## src/rtl/usart_pkg.sv

```systemverilog
// rtl/usart_pkg.sv - shared definitions for the two_usart loopback pair
// Contents: command codes, Control bit indices, TX/RX state encodings,
// and bit_period() mapping the divider select to cycles per bit.
package usart_pkg;

  typedef enum logic [1:0] {
    CMD_IDLE = 2'b00,
    CMD_TX   = 2'b01,
    CMD_RX   = 2'b10,
    CMD_CFG  = 2'b11
  } cmd_t;

  // Control word layout; DIV is the low bit of a 2-bit field.
  localparam int DIV     = 0;
  localparam int PAR_EN  = 2;
  localparam int PAR_ODD = 3;
  localparam int STOP2   = 4;
  localparam int SYNC    = 5;

  typedef enum logic [2:0] {
    TX_IDLE,
    TX_START,
    TX_DATA,
    TX_PARITY,
    TX_STOP1,
    TX_STOP2
  } tx_state_t;

  typedef enum logic [2:0] {
    RX_IDLE,
    RX_START,
    RX_DATA,
    RX_PARITY,
    RX_STOP
  } rx_state_t;

  // Bit period in CPU_Clk cycles: 4, 8, 16 or 32.
  function automatic logic [5:0] bit_period(input logic [1:0] sel);
    return 6'd4 << sel;
  endfunction

endpackage

```

## src/rtl/usart_core.sv

```systemverilog
// rtl/usart_core.sv - one USART channel: frame transmitter plus frame receiver
// Ports:
//   clk, reset            : clock, synchronous active-high reset
//   div_sel, par_en,
//   par_odd, stop2        : frame format (only changed while channel idle)
//   tx_start, tx_data     : load a byte and begin a frame (honoured when idle)
//   tx_line, tx_idle      : serial output (idle 1), transmitter idle flag
//   rx_line               : serial input
//   rx_data, rx_idle      : last good received byte, receiver idle flag
module usart_core
  import usart_pkg::*;
(
  input  logic       clk,
  input  logic       reset,
  input  logic [1:0] div_sel,
  input  logic       par_en,
  input  logic       par_odd,
  input  logic       stop2,
  input  logic       tx_start,
  input  logic [7:0] tx_data,
  output logic       tx_line,
  output logic       tx_idle,
  input  logic       rx_line,
  output logic [7:0] rx_data,
  output logic       rx_idle
);

  logic [5:0] n_last;
  logic [5:0] half_last;

  assign n_last    = bit_period(div_sel) - 6'd1;
  assign half_last = (bit_period(div_sel) >> 1) - 6'd1;

  // ---------------- transmitter ----------------
  tx_state_t  tx_state, tx_next;
  logic [5:0] tx_cnt;
  logic [2:0] tx_idx;
  logic [7:0] tx_shift;
  logic       tx_par;
  logic       tx_bit;
  logic       tx_tick;

  assign tx_tick = (tx_cnt == n_last);
  assign tx_idle = (tx_state == TX_IDLE);

  always_comb begin
    tx_next = tx_state;
    tx_bit  = 1'b1;
    case (tx_state)
      TX_IDLE:   if (tx_start) tx_next = TX_START;
      TX_START: begin
        tx_bit = 1'b0;
        if (tx_tick) tx_next = TX_DATA;
      end
      TX_DATA: begin
        tx_bit = tx_shift[0];
        if (tx_tick && tx_idx == 3'd7) tx_next = par_en ? TX_PARITY : TX_STOP1;
      end
      TX_PARITY: begin
        tx_bit = tx_par ^ par_odd;
        if (tx_tick) tx_next = TX_STOP1;
      end
      TX_STOP1:  if (tx_tick) tx_next = stop2 ? TX_STOP2 : TX_IDLE;
      TX_STOP2:  if (tx_tick) tx_next = TX_IDLE;
      default:   tx_next = TX_IDLE;
    endcase
  end

  // The line is registered from the current state, so it trails each state
  // change by one cycle: the start bit appears the cycle after acceptance.
  always_ff @(posedge clk) begin
    if (reset) begin
      tx_state <= TX_IDLE;
      tx_cnt   <= '0;
      tx_idx   <= '0;
      tx_shift <= '0;
      tx_par   <= 1'b0;
      tx_line  <= 1'b1;
    end else begin
      tx_state <= tx_next;
      tx_line  <= tx_bit;
      if (tx_state == TX_IDLE) begin
        tx_cnt <= '0;
        tx_idx <= '0;
        if (tx_start) begin
          tx_shift <= tx_data;
          tx_par   <= ^tx_data;
        end
      end else begin
        tx_cnt <= tx_tick ? 6'd0 : tx_cnt + 6'd1;
        if (tx_state == TX_DATA && tx_tick) begin
          tx_shift <= tx_shift >> 1;
          tx_idx   <= tx_idx + 3'd1;
        end
      end
    end
  end

  // ---------------- receiver ----------------
  rx_state_t  rx_state, rx_next;
  logic [5:0] rx_cnt;
  logic [2:0] rx_idx;
  logic [7:0] rx_shift;
  logic       rx_par_err;
  logic       rx_commit;
  logic       rx_tick;

  // Start bit is checked half a period in; every later sample is a full period on.
  assign rx_tick = (rx_state == RX_START) ? (rx_cnt == half_last) : (rx_cnt == n_last);
  assign rx_idle = (rx_state == RX_IDLE);

  always_comb begin
    rx_next = rx_state;
    case (rx_state)
      RX_IDLE:   if (!rx_line) rx_next = RX_START;
      RX_START:  if (rx_tick) rx_next = rx_line ? RX_IDLE : RX_DATA;
      RX_DATA:   if (rx_tick && rx_idx == 3'd7) rx_next = par_en ? RX_PARITY : RX_STOP;
      RX_PARITY: if (rx_tick) rx_next = RX_STOP;
      RX_STOP:   if (rx_tick) rx_next = RX_IDLE;
      default:   rx_next = RX_IDLE;
    endcase
  end

  always_ff @(posedge clk) begin
    if (reset) begin
      rx_state   <= RX_IDLE;
      rx_cnt     <= '0;
      rx_idx     <= '0;
      rx_shift   <= '0;
      rx_par_err <= 1'b0;
      rx_commit  <= 1'b0;
      rx_data    <= '0;
    end else begin
      rx_state  <= rx_next;
      rx_commit <= 1'b0;
      // Publish one cycle after a good stop sample.
      if (rx_commit) rx_data <= rx_shift;
      if (rx_state == RX_IDLE) begin
        rx_cnt     <= '0;
        rx_idx     <= '0;
        rx_par_err <= 1'b0;
      end else begin
        rx_cnt <= rx_tick ? 6'd0 : rx_cnt + 6'd1;
        if (rx_tick) begin
          case (rx_state)
            RX_DATA: begin
              rx_shift <= {rx_line, rx_shift[7:1]};
              rx_idx   <= rx_idx + 3'd1;
            end
            RX_PARITY: rx_par_err <= ((^rx_shift) ^ par_odd) != rx_line;
            RX_STOP:   rx_commit  <= rx_line & ~rx_par_err;
            default:   ;
          endcase
        end
      end
    end
  end

endmodule

```

## src/rtl/two_usart.sv

```systemverilog
// rtl/two_usart.sv - loopback USART pair with shared command/config interface
// Ports:
//   CPU_Clk, Reset        : clock, synchronous active-high reset
//   None, Rec, Trans      : command request and code {Rec,Trans}
//   Control               : frame format word written by the configure command
//   CPU_Data_in           : byte to transmit
//   InClk, ExClk          : internal bit clock, and its copy in synchronous mode
//   SLBit                 : serial line from channel A's transmitter
//   CPU_Data_out          : channel B's received byte, refreshed while receiving
module two_usart
  import usart_pkg::*;
(
  input  logic       CPU_Clk,
  input  logic       Reset,
  input  logic       None,
  input  logic       Rec,
  input  logic       Trans,
  input  logic [5:0] Control,
  input  logic [7:0] CPU_Data_in,
  output logic       InClk,
  output logic       ExClk,
  output logic       SLBit,
  output logic [7:0] CPU_Data_out
);

  cmd_t       code, code_q;
  logic       entry;
  logic [5:0] cfg;
  logic       cfg_we;
  logic       tx_go;
  logic [5:0] div_cnt;
  logic [5:0] div_half_last;

  logic       a_tx_idle, a_rx_idle, b_tx_idle, b_rx_idle;
  logic       b_tx_line;
  logic [7:0] b_rx_data;
  logic [7:0] unused_a_rx_data;

  assign code  = None ? cmd_t'({Rec, Trans}) : CMD_IDLE;
  // A command acts only on the cycle its code first appears.
  assign entry = (code != code_q);

  assign cfg_we = entry && (code == CMD_CFG) &&
                  a_tx_idle && a_rx_idle && b_tx_idle && b_rx_idle;
  assign tx_go  = entry && (code == CMD_TX) && a_tx_idle;

  assign div_half_last = (bit_period(cfg[DIV +: 2]) >> 1) - 6'd1;
  assign ExClk         = cfg[SYNC] & InClk;

  always_ff @(posedge CPU_Clk) begin
    if (Reset) begin
      code_q       <= CMD_IDLE;
      cfg          <= '0;
      div_cnt      <= '0;
      InClk        <= 1'b0;
      CPU_Data_out <= '0;
    end else begin
      code_q <= code;
      if (cfg_we) cfg <= Control;
      // Writing the config restarts the bit clock from a low phase.
      if (cfg_we) begin
        div_cnt <= '0;
        InClk   <= 1'b0;
      end else if (div_cnt == div_half_last) begin
        div_cnt <= '0;
        InClk   <= ~InClk;
      end else begin
        div_cnt <= div_cnt + 6'd1;
      end
      if (code == CMD_RX) CPU_Data_out <= b_rx_data;
    end
  end

  // Channel A only transmits; its receiver listens to B's quiet transmitter.
  usart_core u_a (
    .clk      (CPU_Clk),
    .reset    (Reset),
    .div_sel  (cfg[DIV +: 2]),
    .par_en   (cfg[PAR_EN]),
    .par_odd  (cfg[PAR_ODD]),
    .stop2    (cfg[STOP2]),
    .tx_start (tx_go),
    .tx_data  (CPU_Data_in),
    .tx_line  (SLBit),
    .tx_idle  (a_tx_idle),
    .rx_line  (b_tx_line),
    .rx_data  (unused_a_rx_data),
    .rx_idle  (a_rx_idle)
  );

  // Channel B only receives, from SLBit.
  usart_core u_b (
    .clk      (CPU_Clk),
    .reset    (Reset),
    .div_sel  (cfg[DIV +: 2]),
    .par_en   (cfg[PAR_EN]),
    .par_odd  (cfg[PAR_ODD]),
    .stop2    (cfg[STOP2]),
    .tx_start (1'b0),
    .tx_data  (8'h00),
    .tx_line  (b_tx_line),
    .tx_idle  (b_tx_idle),
    .rx_line  (SLBit),
    .rx_data  (b_rx_data),
    .rx_idle  (b_rx_idle)
  );

endmodule

```

## config.mk

```make
export PLATFORM = sky130hd
export DESIGN_NAME = two_usart
export DESIGN_NICKNAME = d
export VERILOG_FILES = /design/src/rtl/usart_pkg.sv /design/src/rtl/usart_core.sv /design/src/rtl/two_usart.sv
export SDC_FILE = /design/constraint.sdc
export NUM_CORES = 1
export LEC_CHECK = 0
export ABC_AREA = 1
export CAP_MARGIN = 10
export CORE_AREA = 4 4 94 118
export CTS_CLUSTER_SIZE = 12
export DETAILED_ROUTE_END_ITERATION = 7
export DIE_AREA = 0 0 98 122
export DONT_BUFFER_PORTS = 1
export PLACE_DENSITY = 0.63
export SYNTH_ARGS = -nofsm -noshare
export SYNTH_HDL_FRONTEND = slang
export SYNTH_SLANG_ARGS = --single-unit
```

## constraint.sdc

```tcl
create_clock -name CPU_Clk -period 5.3 [get_ports CPU_Clk]
set_input_delay 1.06 -clock CPU_Clk [delete_from_list [all_inputs] [get_ports CPU_Clk]]
set_output_delay 1.06 -clock CPU_Clk [all_outputs]
set_load 0.02 [all_outputs]
```

Word-level counts from Yosys, hierarchy flattened. Cells that the tools add are included.

Bitwise gates (word level): 10. $add $sub $neg: 11. Eq/ne operators: 55. Reduce and logical (&&, ||, !) cells: 42. Shift operators: 1. Muxes and demuxes: 37.

Operators by type and width (number): 3-bit two-way mux (23); 6-bit equality test (7); 2-bit by 1-bit != test with 1-bit output, second input constant (18); 3-bit one-hot mux with 6 select lines (2); 6-bit by 1-bit adder with 6-bit output, second input constant (5); 3-bit equality test, second input constant (10); 3-bit one-hot mux with 5 select lines (2); 3-bit by 2-bit equality test with 1-bit output, second input constant (8); 8-bit two-way mux (3); 8-bit parity (2); 3-bit OR reduction (5); 1-bit logical AND (13); 3-bit by 1-bit adder with 3-bit output, second input constant (4); 3-bit by 1-bit equality test with 1-bit output, second input constant (4); 3-bit logical NOT (4); 6-bit AND reduction (2); 2-bit OR reduction (6); 2-bit AND reduction (5); 5-bit AND reduction (2); 2-bit two-way mux (3); 2-bit != test, second input constant (3); 1-bit inverter (6); 3-bit by 2-bit left shift with 6-bit output, first input constant (1); 5-bit by 1-bit subtractor with 6-bit output, second input constant (1); other kinds (13) (17).

Register bits: 100. Word-level logic and storage cells: 181. Output and inout bits: 11.

Longest topological paths before layout.
Depth after elaboration: 8. Gate-level depth with buffers: 17. Depth with buffers taken out: 17.

Cells and area by module. Synthesis repeated with hierarchy kept, for this count alone.

Cell total of the unflattened synthesis: 912. Area, all modules: 6386.1 um^2.

By module, submodules not included: usart_core at u_a (area an instance 2696.3 um^2, cells each 397, instances 1); usart_core at u_b (area an instance 2642.5 um^2, cells each 376, instances 1); two_usart (area an instance 1047.3 um^2, cells each 139, instances 1).

Worst setup path before layout. Ideal clock, no wire load.

Path kind: register to register. From: reg cfg[0]. To: reg u_a.tx_shift[5]. Path slack: 3.129 ns. Arrival: 2.055 ns. Stages on the path, launching flop included: 13. Data required time: 5.184 ns. Period minus slack after synthesis: 2.171 ns. Path through: dfxtp_1 -> nor2_4 -> inv_2 -> ha_1 -> inv_1 -> a21oi_1 -> o211ai_1 -> nor3_4 -> nand2_2 -> nand2_4 -> buf_6 -> nand3_1 -> o211a_1.

Longest elaborated chain between the ends: 6.

RTL lines: start, declared (RTL line two_usart.sv:28) `logic [5:0] cfg;`; start signal, assigned (RTL line two_usart.sv:59) `if (cfg_we) cfg <= Control;`; 3-bit by 2-bit left shift with 6-bit output (RTL line usart_pkg.sv:39) `return 6'd4 << sel;`; 6-bit by 1-bit subtractor with 6-bit output (RTL line usart_core.sv:31) `assign n_last = bit_period(div_sel) - 6'd1;`; 6-bit equality test (RTL line usart_core.sv:43) `assign tx_tick = (tx_cnt == n_last);`; 1-bit logical AND (RTL line usart_core.sv:91) `if (tx_state == TX_DATA && tx_tick) begin`; 2-bit nonzero test (no source line); 2-bit AND reduction (no source line); end signal, assigned (RTL line usart_core.sv:86) `tx_shift <= tx_data;`; end signal, assigned (RTL line usart_core.sv:92) `tx_shift <= tx_shift >> 1;`; end, declared (RTL line usart_core.sv:38) `logic [7:0] tx_shift;`.

Every way passes these cells. A chain may end at the register's enable or synchronous reset.

Worst setup path after layout.
From: reg cfg[0]. To: reg u_b.rx_shift[7].

Longest elaborated chain between the ends: 5. Elaborated cells between the ends (all ways): 7.

RTL lines: 3-bit by 2-bit left shift with 6-bit output (*) (RTL line usart_pkg.sv:39); 6-bit by 1-bit subtractor with 6-bit output or 5-bit by 1-bit subtractor with 6-bit output (tied branches) (RTL line usart_core.sv:31, usart_core.sv:32); 6-bit equality test (RTL line usart_core.sv:109) `assign rx_tick = (rx_state == RX_START) ? (rx_cnt == half_last) : (rx_cnt == n_last);`; 1-bit two-way mux (*) (RTL line usart_core.sv:109); 3-bit AND reduction (no source line) (*); end signal, assigned (RTL line usart_core.sv:147) `rx_shift <= {rx_line, rx_shift[7:1]};`; end, declared (RTL line usart_core.sv:103) `logic [7:0] rx_shift;`.

Every way passes the cells marked *; elsewhere a longest branch is shown, timed or not.

==> reports/metrics.yaml <==
die:
  die_h_um: 122
  rows: 41
  ios: 30
  dieArea_um2: 11960
  floorplan.initialDensity_pct: 48.61
  die_w_um: 98
  core_um2: 10000
routing:
  drtAntennaViolNets: 0
  routedWlPerCell_um: 12.58
  vias: 4121
  routed_via_density: 5.145
  routed_wl_um: 10080
  drc: 0
  drt_iter0_drc: 130
  drt_pre_antenna_iters: 5
synthesis:
  ys_warn_count: 0
  synthTopCellsByArea: "dfxtp_1, nor2_1, nand2_1"
  netlist.area_leader.share_pct: 41.17
  synth-edff-count: 0
  async_flop_share_pct: 0
  yosys-top-cells-count: "nor2_1, nand2_1, dfxtp_1"
  syn-cell-area_um2: 4862
  synthMostInstantiatedCell: "nor2_1"
  yosysUniqueCellTypes: 44
  synth_top_area_cell: "dfxtp_1"
  synth_ff_type: "dfxtp_1"
  synth_seq_cells: 100
  synthCells: 664
  syn-num-nets: 697
  avgSynthCellArea_um2: 7.323
  seq_area_frac_synth_pct: 41.17
cts:
  clock-sinks: 100
  cts_resized: 0
  hold_buffers: 0
  numCtsBuffers: 9
  htreeDepth: 3
  cts_tree: "yes"
  post_cts_buffers: 0
  clk_latency_ns: 0.34
  clk_pin_slew_ns: 0.07
  cts_buffer_depth: 2
  cts_root_buffer: "clkbuf_16"
setup_path:
  critPathMaxFanout: 11
  path_common_cell: "nand2_1"
  slowest_stage: "ha_1"
  crit_required_ns: 5.58
  path_cells: "nor2_4, inv_2, ha_1, inv_1, nand2_1, nand2_1, nand2_1, nand2_1, nand2_1, nor2_4, nand2_2, inv_2, o21ai_0, a21oi_1"
  endpoint_kind: "flop"
  max_stage_delay_ns: 0.37
  critical_path_class: "flop to flop"
  critPathBufInv: 3
  critical-path-top-delay-family: "simple AND/OR/NAND/NOR gates"
  cp.arrival_ns: 2.81
  critPathLaunchType: "flop"
grt:
  grt_max_degree: 34
  grt_pass1_vias: 3940
  grt-ovfl-total: 0
  grt_pass1_wl_um: 17440
  antenna_found_initial: 0
  grt_use_total_pct: 17.71
sta:
  slew_viol_final: 0
  max_freq_mhz: 395.2
  skew_ns: 0.004774
  min_period_ns: 2.530
  fin_setup_tns_ns: 0
  fin_ws_ns: 2.770
  setup_viol: 0
  rsz0062_at_grt: "false"
  hold_violations: 0
  max_slew_margin_pct: 64.89
  worstMarginPinSlew_ns: 0.5261
  fin_hold_ws_ns: 0.4498
  min_period_over_period_pct: 47.74
placed_design:
  gp_congestion: 0.8980
  dp_worst_setup_slack_ns: 2.788
  dp_hpwl_um: 7530
  post_dp_cell_area_um2: 4966
  numPortBuffers: 0
run:
  maxCapViolations: 0
layout:
  stdcell_area_um2: 5266
  area_growth_syn_to_layout_pct: 8.312
  fillers: 982
  drive_gt1_share_pct: 7.015
  register_area_um2: 2002
  fin_util_pct: 52.65
  multiInputGateArea_um2: 2542
  finalNetCount: 698
power:
  ir_drop_mv: 0.1927
  combPwrFrac_pct: 21.8
  seq_power_share_pct: 44.4
  p_sw_mw: 0.6299
  swShare_pct: 32.44
  p_leak_nw: 2.183
  clkPwrFrac_pct: 33.7
  intPower_mw: 1.312
  powerDensity_nw_per_um2: 368.7
outcome:
  outcome: "complete, no violations"
worst_hold_path:
  min_path_type: "flop to flop"
## state kept, by name (all words and copies together), names as in the netlist, 2 cells and up
register	cells
CPU_Data_out	8
cfg	6
code_q	2
div_cnt	6
u_a.rx_cnt	6
u_a.rx_idx	3
u_a.rx_state	3
u_a.tx_cnt	6
u_a.tx_idx	3
u_a.tx_shift	8
u_a.tx_state	3
u_b.rx_cnt	6
u_b.rx_data	8
u_b.rx_idx	3
u_b.rx_shift	8
u_b.rx_state	3
u_b.tx_cnt	6
u_b.tx_idx	3
u_b.tx_state	3
## power by group through the flow
stage	clock network [mW]	logic, mW	registers, mW
after floorplan	0	0.347	0.865
after global placement	0	0.413	0.878
after detailed placement	0	0.421	0.879
after CTS	0.673	0.424	0.862
after global routing	0.712	0.488	0.871
final	0.655	0.424	0.862
## layer usage
metal / GRT usage, % / vias to the layer above / share of wire (%)
li1: - / 2163 / -
met1: 21.06 / 1871 / 45
met2: 30.62 / 75 / 48
met3: 5.097 / 12 / 5.8
met4: 5.974 / 0 / 1.3
met5: 0 / - / 0
## worst paths after layout
path | start | slack [ns] | depth (start not counted) | endpoint
setup reg to reg | cfg[0] | 2.77 | 14 | u_b.rx_shift[7]
hold reg to reg | u_a.tx_cnt[0] | 0.45 | 1 | u_a.tx_cnt[0]
hold / removal | u_a.tx_cnt[0] | 0.45 | 1 | u_a.tx_cnt[0]
setup / recovery | cfg[0] | 2.77 | 14 | u_b.rx_shift[7]
## cell type report
cell class	count	share of cell area, %
Antenna cell	2	0.09503
Clock buffer	11	4.419
Clock inverter	5	1.188
Inverter	67	4.799
Multi-Input combinational cell	486	48.28
Sequential cell	100	38.01
Tap cell	129	3.065
Timing Repair Buffer	1	0.1426
## per-stage QoR
step	total power [mW]	cells
global placement	1.290	783
global route	2.071	799
detailed placement	1.301	783
floorplan	1.211	664
CTS	1.959	799
finish	1.942	801
## placed cells by master, fill, tap and decap left out, types with 3 or more instances in the layout
cell type,instances
a21oi_1,30
inv_1,59
o21ai_0,45
clkbuf_16,9
o211a_1,7
xnor2_1,15
xor2_1,16
nor2_4,3
nor3_1,8
dfxtp_1,100
nor3b_1,4
nand3_1,57
ha_1,14
nand2_2,6
o211ai_1,4
nor2_2,5
nand2_1,115
inv_2,6
nand4_1,5
nand3b_1,4
nor2_1,126
## cells by family (layout without fill, tap and decap cells)
logic type,after synthesis,after routing,share of synthesized area [%]
AOI/OAI and AO/OA,98,98,11.73
xor gates and xnor gates,32,32,5.919
adders and majority gates,14,14,3.603
buffers and inverters,78,84,6.536
DFF,100,100,41.17
other,0,2,0
and+or+nand+nor,342,342,31.03
Note: power is estimated with default switching activity, not from simulation.
